===== config.mk =====
export PLATFORM = sky130hd
export DESIGN_NAME = period_meter
export DESIGN_NICKNAME = d
export VERILOG_FILES = /design/src/rtl/period_meter.sv
export SDC_FILE = /design/constraint.sdc
export NUM_CORES = 1
export LEC_CHECK = 0
export BUFFER_PORTS_ARGS = -buffer_cell sky130_fd_sc_hd__buf_2
export CORE_ASPECT_RATIO = 0.9
export CORE_MARGIN = 1
export CORE_UTILIZATION = 55
export DETAILED_ROUTE_END_ITERATION = 8
export PLACE_DENSITY = 0.77
export SLEW_MARGIN = 10
export SYNTH_ARGS = -nofsm -noshare
export SYNTH_HDL_FRONTEND = slang
export SYNTH_SLANG_ARGS = --single-unit

===== constraint.sdc =====
create_clock -name clk -period 2.5 [get_ports clk]
set_clock_uncertainty 0.2 [all_clocks]
set_input_delay 0.625 -clock clk [delete_from_list [all_inputs] [get_ports clk]]
set_output_delay 0.625 -clock clk [all_outputs]
set_load 0.01 [all_outputs]

===== src/rtl/period_meter.sv =====
// Measures the period of a slow asynchronous square wave in clk cycles.
// Reports the count between consecutive rising edges with a one-cycle strobe.
module period_meter #(
  parameter int CNT_W       = 26,
  parameter int SYNC_STAGES = 2
) (
  input  logic             clk,
  input  logic             rst_n,
  input  logic             sig_in,
  input  logic             start,
  input  logic             cont,
  output logic             busy,
  output logic             rise_pulse,
  output logic [CNT_W-1:0] period,
  output logic             period_valid,
  output logic             overflow
);

  localparam logic [CNT_W-1:0] CNT_MAX = {CNT_W{1'b1}};
  localparam logic [CNT_W-1:0] CNT_ONE = {{(CNT_W-1){1'b0}}, 1'b1};

  typedef enum logic [1:0] {IDLE, ARM, MEASURE} state_t;

  state_t                 state_reg, state_next;
  logic [SYNC_STAGES-1:0] sync_reg;
  logic                   prev_reg;
  logic                   rise_pulse_reg;
  logic [CNT_W-1:0]       cnt_reg, cnt_next;
  logic [CNT_W-1:0]       period_reg, period_next;
  logic                   overflow_reg, overflow_next;
  logic                   period_valid_reg, period_valid_next;
  logic                   busy_reg, busy_next;
  logic                   sync_out;
  logic                   rise_det;

  assign sync_out = sync_reg[SYNC_STAGES-1];
  assign rise_det = sync_out & ~prev_reg;

  // Input synchronizer, edge-history flop and registered edge pulse
  always_ff @(posedge clk or negedge rst_n) begin
    if (!rst_n) begin
      sync_reg       <= '0;
      prev_reg       <= 1'b0;
      rise_pulse_reg <= 1'b0;
    end else begin
      sync_reg       <= {sync_reg[SYNC_STAGES-2:0], sig_in};
      prev_reg       <= sync_out;
      rise_pulse_reg <= rise_det;
    end
  end

  always_ff @(posedge clk or negedge rst_n) begin
    if (!rst_n) begin
      state_reg        <= IDLE;
      cnt_reg          <= '0;
      period_reg       <= '0;
      overflow_reg     <= 1'b0;
      period_valid_reg <= 1'b0;
      busy_reg         <= 1'b0;
    end else begin
      state_reg        <= state_next;
      cnt_reg          <= cnt_next;
      period_reg       <= period_next;
      overflow_reg     <= overflow_next;
      period_valid_reg <= period_valid_next;
      busy_reg         <= busy_next;
    end
  end

  always_comb begin
    state_next        = state_reg;
    cnt_next          = cnt_reg;
    period_next       = period_reg;
    overflow_next     = overflow_reg;
    period_valid_next = 1'b0;
    case (state_reg)
      IDLE: begin
        if (start) state_next = ARM;
      end
      ARM: begin
        if (rise_det) begin
          cnt_next   = CNT_ONE;
          state_next = MEASURE;
        end
      end
      MEASURE: begin
        // A closing edge beats saturation when both happen together
        if (rise_det || (cnt_reg == CNT_MAX)) begin
          period_valid_next = 1'b1;
          period_next       = cnt_reg;
          overflow_next     = ~rise_det;
          if (cont && rise_det) begin
            cnt_next = CNT_ONE;
          end else if (cont) begin
            state_next = ARM;
          end else begin
            state_next = IDLE;
          end
        end else begin
          cnt_next = cnt_reg + CNT_ONE;
        end
      end
      default: state_next = IDLE;
    endcase
    // Busy stays up through the strobe cycle and drops the cycle after
    busy_next = (state_next != IDLE) | period_valid_next;
  end

  assign busy         = busy_reg;
  assign rise_pulse   = rise_pulse_reg;
  assign period       = period_reg;
  assign period_valid = period_valid_reg;
  assign overflow     = overflow_reg;

endmodule


---- Yosys cells after proc, flatten, opt, wreduce, memory -nomap -nowiden ----
Index checks and enable logic that the tools add are counted.
operators by class
  reduce and logical (&&, ||, !) cells .... 7
  multiplexer cells ....................... 12
  add/sub/neg operators ................... 1
  bitwise operators ....................... 4
  eq/ne operators ......................... 5
operators by type and width
  operator                                                          number
  26-bit two-way mux                                                3
  26-bit one-hot mux with 2 select lines                            1
  26-bit by 1-bit adder with 26-bit output (second input constant)  1
  26-bit == test (second input constant)                            1
  2-bit two-way mux                                                 4
  2-bit one-hot mux with 3 select lines                             1
  2-bit nonzero test                                                2
  1-bit two-way mux                                                 3
  3-bit != test (second input constant)                             1
  3-bit AND reduction                                               1
  2-bit by 1-bit == test with 1-bit output (second input constant)  1
  2-bit == test (second input constant)                             1
  2-bit zero test                                                   1
  2-bit != test (second input constant)                             1
  1-bit NOT                                                         2
  2-bit AND reduction                                               1
  1-bit bitwise AND                                                 1
  1-bit logical AND                                                 1
  1-bit logical OR                                                  1
  1-bit OR                                                          1
storage, ports and cells
  register bits ........................... 61
  output and inout port bits .............. 30

---- Depth between registers and ports, before layout ----
Gate-level depths: netlist of the first run.
  depth after elaboration ................. 8
  gate-level depth with buffers ........... 7
  mapped depth without buffers ............ 6

---- Worst setup path before layout of the first run ----
Ideal clock, no wire load.
  kind .................................... reg-to-reg
  start ................................... register cnt_reg[0]
  end ..................................... register period_reg[10] (netlist: period[10])
  setup time .............................. 125 ps
  path slack .............................. 247 ps
  cell stages (with the launch flop) ...... 8
  buffers on the path ..................... 1
  clock period less this slack ............ 2253 ps
  arrival time ............................ 1928 ps
  cells stage by stage .................... dfrtp_1 ha_1 and3_1 nand4_1 nor2_4 o21ai_4 buf_6 mux2_4
on the way
  word-level cells in the longest chain between the ends .. 3
ends and longest elaborated chain
  item                           line  RTL
  start: declaration             28    logic [CNT_W-1:0] cnt_reg, cnt_next;
  start signal: assignment       62    cnt_reg <= cnt_next;
  26-bit == test                 88    if (rise_det || (cnt_reg == CNT_MAX)) begin
  1-bit logical OR               88
  2-bit AND reduction (no line)  n/a
  end signal: assignment         63    period_reg <= period_next;
  end: declaration               29    logic [CNT_W-1:0] period_reg, period_next;
Every way passes these cells.
A chain may end at the register's enable or synchronous reset.

---- Final worst setup path of the first run ----
  start ................................... register cnt_reg[0]
  end ..................................... register cnt_reg[17]
on the way
  word-level cells in the longest chain between the ends .. 4
  elaborated cells on any way between the ends .. 7
  those cells by class .................... add/sub: 1; eq/ne: 2; mux: 2; reduce/logical: 2
ends and longest elaborated chain
  item
  branches (longest 4 deep; another with 26-bit by 1-bit adder with 26-bit output)
Several ways; the timed one is not identified.

==> results of run 1 <==
[power groups by stage]
stage | clock network [uW] | registers, uW | logic (uW)
final | 977 | 1260 | 697
after CTS | 986 | 1260 | 693
after detailed placement | 0 | 1270 | 683
after global placement | 0 | 1260 | 669
after floorplan | 0 | 1350 | 322
after global routing | 1030 | 1280 | 754
[worst paths after layout]
check,to,startpoint,cells after the start
setup / recovery,cnt_reg[17],cnt_reg[0],8
hold / removal,cnt_reg[5],rst_n,2
setup reg to reg,cnt_reg[17],cnt_reg[0],8
hold reg to reg,sync_reg[1],sync_reg[0],0
max in group asynchronous,period[19],rst_n,2
min in group clk,sync_reg[1],sync_reg[0],0
[cells by family after synthesis]
logic type | count (synthesis) | share of synthesized area (%)
simple gates | 82 | 15.8
flops | 61 | 55.1
mux | 40 | 18.2
compound gates | 27 | 6.68
buf+inv | 14 | 2.57
xor+xnor | 4 | 1.26
fa+ha+maj | 1 | 0.451
[final cells by class]
| cell class | count | area, sq um |
|---|---|---|
| tap | 65 | 81.3 |
| fill | 340 | 1350 |
| inverter | 5 | 18.8 |
| clock inverter | 4 | 70.1 |
| sequential | 61 | 1530 |
| clock buffer | 12 | 155 |
| timing repair buffer | 65 | 415 |
| multi-input combinational | 155 | 1220 |
[through the flow]
| step | hold slack [ns] | instances | power (uW) | utilization [%] |
|---|---|---|---|---|
| final | 0.0910 | 367 | 2930 | 72.1 |
| after CTS | 0.106 | 366 | 2930 | 71.2 |
| after global placement | 0.134 | 349 | 1930 | 66.4 |
| after floorplan | 0.129 | 229 | 1670 | - |
| after detailed placement | 0.135 | 349 | 1950 | 66.4 |
| after global routing | 0.109 | 367 | 3070 | 72.1 |
[worst max-delay path: cells and delay by family (launching register included)]
family,cells,cell delay [ns]
flip-flops,1,0.39
AO/OA/AOI/OAI,2,0.48
buffers and inverters,2,0.32
AND/OR/NAND/NOR,3,0.82
adder cells (fa/ha/maj),1,0.19
[cell usage in the layout (no fill, tap or decap), types with 4 or more instances in the layout]
cell and n:
nand2_1 26, a21oi_1 9, inv_1 4, buf_2 34, clkbuf_8 11, or3_1 4, mux2_2 7, buf_4 30
nor3_1 6, nand3_1 8, nand4_1 11, dfrtp_1 61, mux2_4 19, mux2i_1 14, nor2_1 6
[what timing repair did]
item | 4_1_cts | 5_1_grt
setup buffers | 0 | 1
gates cloned | 1 | 0
endpoints found under the setup margin | 26 | 19
pin swaps | 1 | 1
gates resized for setup | 0 | 8
endpoints found under the hold margin | 0 | 0
[routing by layer]
metal	vias up	routed length, um	track usage, %
met5	-	0	0
met4	0	93	9.62
met3	11	331	6.05
met2	85	2680	35.1
met1	1036	2660	33.2
li1	975	-	-
==> flow_metrics.tcl, run 1 <==
set metrics [dict create \
    cts.path.max_buffers 2 \
    dp_hpwl_um 3610 \
    intPower_uw 2130 \
    cts_hold_buffers 0 \
    hold_viol_final 0 \
    ys_seq_area_share_pct 55.1 \
    fin_crit_ns 2.47 \
    tns_ns 0 \
    grt_usage_pct 23.7 \
    ys_async_sr_fraction_pct 100 \
    core_sq_um 4830 \
    cp_max_fo 7 \
    antenna_found_initial 0 \
    leakagePower_uw 0.00173 \
    clock_latency_ns 0.34 \
    seq_power_share_pct 42.9 \
    worstSetupPathType "flop to flop" \
    dieWidth_um 76.8 \
    crit_path_end_kind "flop" \
    pin_count 35 \
    area_growth_syn_to_layout_pct 25.8 \
    io_buffer_count 34 \
    syn_inst 229 \
    drtAntennaViolNets 0 \
    vias_per_cell 5.74 \
    cts_sinks 61 \
    grt_max_degree 62 \
    ir_worst_vdd_uv 552 \
    ff2ff_setup_slack_ns 0.03 \
    drtIter0Drc 210 \
    tightest_slew_ns 0.660 \
    row_count 24 \
    switching_share_pct 27.2 \
    vias 2107 \
    p_comb_share_pct 23.8 \
    arrival_ns 2.54 \
    cp_cell_sequence "ha_2 -> and3_1 -> buf_4 -> and4_2 -> a211o_1 -> buf_4 -> or3_1 -> a21oi_2" \
    synth_most_common_cell "dfrtp_1" \
    synth_seq_cells 61 \
    cpMostUsedCell "buf_4" \
    fin_crit_sh_pct 98.7 \
    netSwitchingPower_uw 797 \
    gp_congestion 0.796 \
    antenna_cells 0 \
    synth_commonest_cells "dfrtp_1 (61), nand2_1 (26), mux2_4 (19), mux2i_1 (14)" \
    synthFlopType "dfrtp_1" \
    setup_ws_ns 0.0331 \
    start_util_pct 57.3 \
    start_kind "flop" \
    synth_top_area_share_pct 55.1 \
    dr.pass1.iters 4 \
    synth.largest_area_cell "dfrtp_1" \
    fin_nets 303 \
    detail_route.wl_per_cell_um 15.7 \
    tritoncts "built" \
    pwr-share-clk_pct 33.3 \
    root_buffer "clkbuf_8" \
    max_stage_delay_ns 0.40 \
    worst_ep_required_time_ns 2.57 \
    grt_pass1_vias 1966 \
    clk_pin_slew_worst_paths_ns 0.07 \
    maxSlewViolCount 0 \
    dieArea_sq_um 5330 \
    crit_path_top_delay_cell "or3_1" \
    setup_viol 0 \
    die_y_um 69.3 \
    maxCapViolCount 0 \
    synth_edf_count 0 \
    hold_path_class "primary input to async pin" \
    drive_above_1_share_pct 39.4 \
    wl_um 5760 \
    grt_pass1_wl_um 9600 \
    power_density_nw_per_um2 840 \
    placed_area_sq_um 3210 \
    status "finished clean" \
    rsz0062_at_grt "no" \
    fin_area_sq_um 3490 \
    drc 0 \
    syn_area_sq_um 2770 \
    dp_slack_ns -0.0773 \
    yosysWarningCount 0 \
    overflow 0 \
    synth.distinct_cells 44 \
    slew_headroom_pct 55.9 \
    timing.fmax_ghz 0.405 \
    h-tree-depth 3 \
    avgSynthCellArea_sq_um 12.1 \
    syn-num-nets 235 \
    synthTopCellsByArea "dfrtp_1 (55%), mux2_4 (10%), mux2i_1 (5.1%)" \
    cts_buffers 9 \
]
Power figures use the tool's default switching activity.
==> run 2, diff against run 1 <==
--- a/config.mk
+++ b/config.mk
@@ -5,12 +5,13 @@
 export SDC_FILE = /design/constraint.sdc
 export NUM_CORES = 1
 export LEC_CHECK = 0
-export BUFFER_PORTS_ARGS = -buffer_cell sky130_fd_sc_hd__buf_2
 export CORE_ASPECT_RATIO = 0.9
 export CORE_MARGIN = 1
 export CORE_UTILIZATION = 55
 export DETAILED_ROUTE_END_ITERATION = 8
-export PLACE_DENSITY = 0.77
+export DONT_BUFFER_PORTS = 1
+export PLACE_DENSITY = 0.71
+export SKIP_CTS_REPAIR_TIMING = 1
 export SLEW_MARGIN = 10
 export SYNTH_ARGS = -nofsm -noshare
 export SYNTH_HDL_FRONTEND = slang
==> run 2 against run 1 <==
Compared with the run above:
- hold slack improved by 0.023 ns
- global-route usage fell by 2.3 points
- die area did not move
- clock power fell by 7.2%
- critical path depth fell by 1
- core utilization fell by 4.2 points
- cell count fell by 9.8%
- critical path type unchanged
==> flow_metrics.tcl, run 2 (synthesis results as in run 1) <==
set metrics [dict create \
    status "finished clean" \
    antenna_found_initial 0 \
    start_util_pct 57.3 \
    antenna_cells 0 \
    setup_viol 0 \
    fin_crit_ns 2.37 \
    crit_path_top_delay_cell "or4_1" \
    h-tree-depth 3 \
    cp-endpoint "cnt_reg[21]" \
    timing.fmax_ghz 0.422 \
    wl_um 5340 \
    vias_per_cell 5.82 \
    r2r_cells 7 \
    critical_path.startpoint "cnt_reg[0]" \
    fin_nets 267 \
    clk_pin_slew_worst_paths_ns 0.07 \
    ir_worst_vdd_uv 543 \
    power.total_uw 2740 \
    wl_met1_um 2580 \
    grt_usage_pct 21.3 \
    dp_slack_ns -0.0667 \
    cts.path.max_buffers 2 \
    dp_hpwl_um 3340 \
    power_density_nw_per_um2 834 \
    cts_sinks 61 \
    rsz0062_at_grt "no" \
    grt_pass1_wl_um 8560 \
    die_y_um 69.3 \
    route.met3.wl_um 265 \
    place_inst 311 \
    slew_headroom_pct 57.0 \
    max_stage_delay_ns 0.50 \
    crit_path_end_kind "flop" \
    cts_buffers 9 \
    gp_congestion 0.770 \
    seq_power_share_pct 49.0 \
    highest_layer "met4" \
    detail_route.wl_per_cell_um 16.1 \
    worstSetupPathType "flop to flop" \
    cp_cell_sequence "ha_1 -> and3_1 -> buf_4 -> and4_4 -> a211o_4 -> or4_1 -> a21oi_1" \
    fin_cells 331 \
    drc 0 \
    clock_latency_ns 0.34 \
    hold_path_class "primary input to flop" \
    drtAntennaViolNets 0 \
    regToRegEndpoint "cnt_reg[21]" \
    netSwitchingPower_uw 773 \
    overflow 0 \
    ff2ff_setup_slack_ns 0.13 \
    tightest_slew_ns 0.643 \
    final_cell_mix "dfrtp_1 (61), nand2_1 (26), buf_4 (26)" \
    pin_count 35 \
    fin_crit_sh_pct 94.7 \
    r2r_start "cnt_reg[0]" \
    worst_ep_required_time_ns 2.57 \
    switching_share_pct 28.2 \
    root_buffer "clkbuf_8" \
    maxCapViolCount 0 \
    dieArea_sq_um 5330 \
    io_buffer_count 0 \
    leakagePower_uw 0.00155 \
    maxSlewViolCount 0 \
    start_kind "flop" \
    arrival_ns 2.43 \
    hold_depth 0 \
    row_count 24 \
    core_sq_um 4830 \
    grt_max_degree 62 \
    setup_ws_ns 0.132 \
    drtIter0Drc 99 \
    drive_above_1_share_pct 29.7 \
    tritoncts "built" \
    p_comb_share_pct 17.9 \
    routed-wl-met2_um 2440 \
    hold_viol_final 0 \
    fin_util_pct 67.9 \
    area_growth_syn_to_layout_pct 18.5 \
    intPower_uw 1970 \
    grt_pass1_vias 1755 \
    cp_max_fo 6 \
    final_common_cell "dfrtp_1" \
    dr.pass1.iters 5 \
    vias 1927 \
    pwr-share-clk_pct 33.1 \
    dieWidth_um 76.8 \
]
## run 2: how the worst min path moves through the flow
stage           start     endpoint  slack, ns
2_1_floorplan   rst_n         busy       0.13
3_3_place_gp    rst_n    period[7]       0.13
6_report       sig_in  sync_reg[0]       0.11
5_1_grt        sig_in  sync_reg[0]       0.09
3_5_place_dp    rst_n    period[7]       0.13
4_1_cts         rst_n         busy      -0.24
## run 2: critical path, delay by kind of cell, from the launching register on
family          cells  cell delay [ns]
fa+ha+maj           1             0.21
simple gates        3             0.87
flops               1             0.38
buf+inv             1             0.14
compound gates      2             0.50
## run 2: cell type report
type	instances	area (sq um)
multi-input cells	156	1210
well taps	65	81.3
flip-flops and latches	61	1530
clock inverters	4	45.0
inverters	5	18.8
repair buffers	28	233
clock buffers	12	165
fillers	360	1550
## run 2: per-layer routing
layer  vias to the layer above  track usage, %
met3                         8            9.08
li1                        907               -
met2                        49            29.9
met5                         -               0
met4                         0            8.33
met1                       963            29.2
## run 2: per-stage QoR
step	area [sq um]	setup TNS, ns	hold WS [ns]
after CTS	3210	-1.01	-0.242
after global routing	3280	0	0.0920
after floorplan	2770	0	0.129
after detailed placement	3000	-0.429	0.131
after global placement	3000	-0.102	0.131
final	3280	0	0.114
## run 2: power by group through the flow
stage                     clock [uW]  sequential, uW  combinational, uW
after global routing             966            1360                536
after floorplan                    0            1350                322
after CTS                        929            1340                460
final                            907            1340                492
after global placement             0            1360                448
after detailed placement           0            1360                461
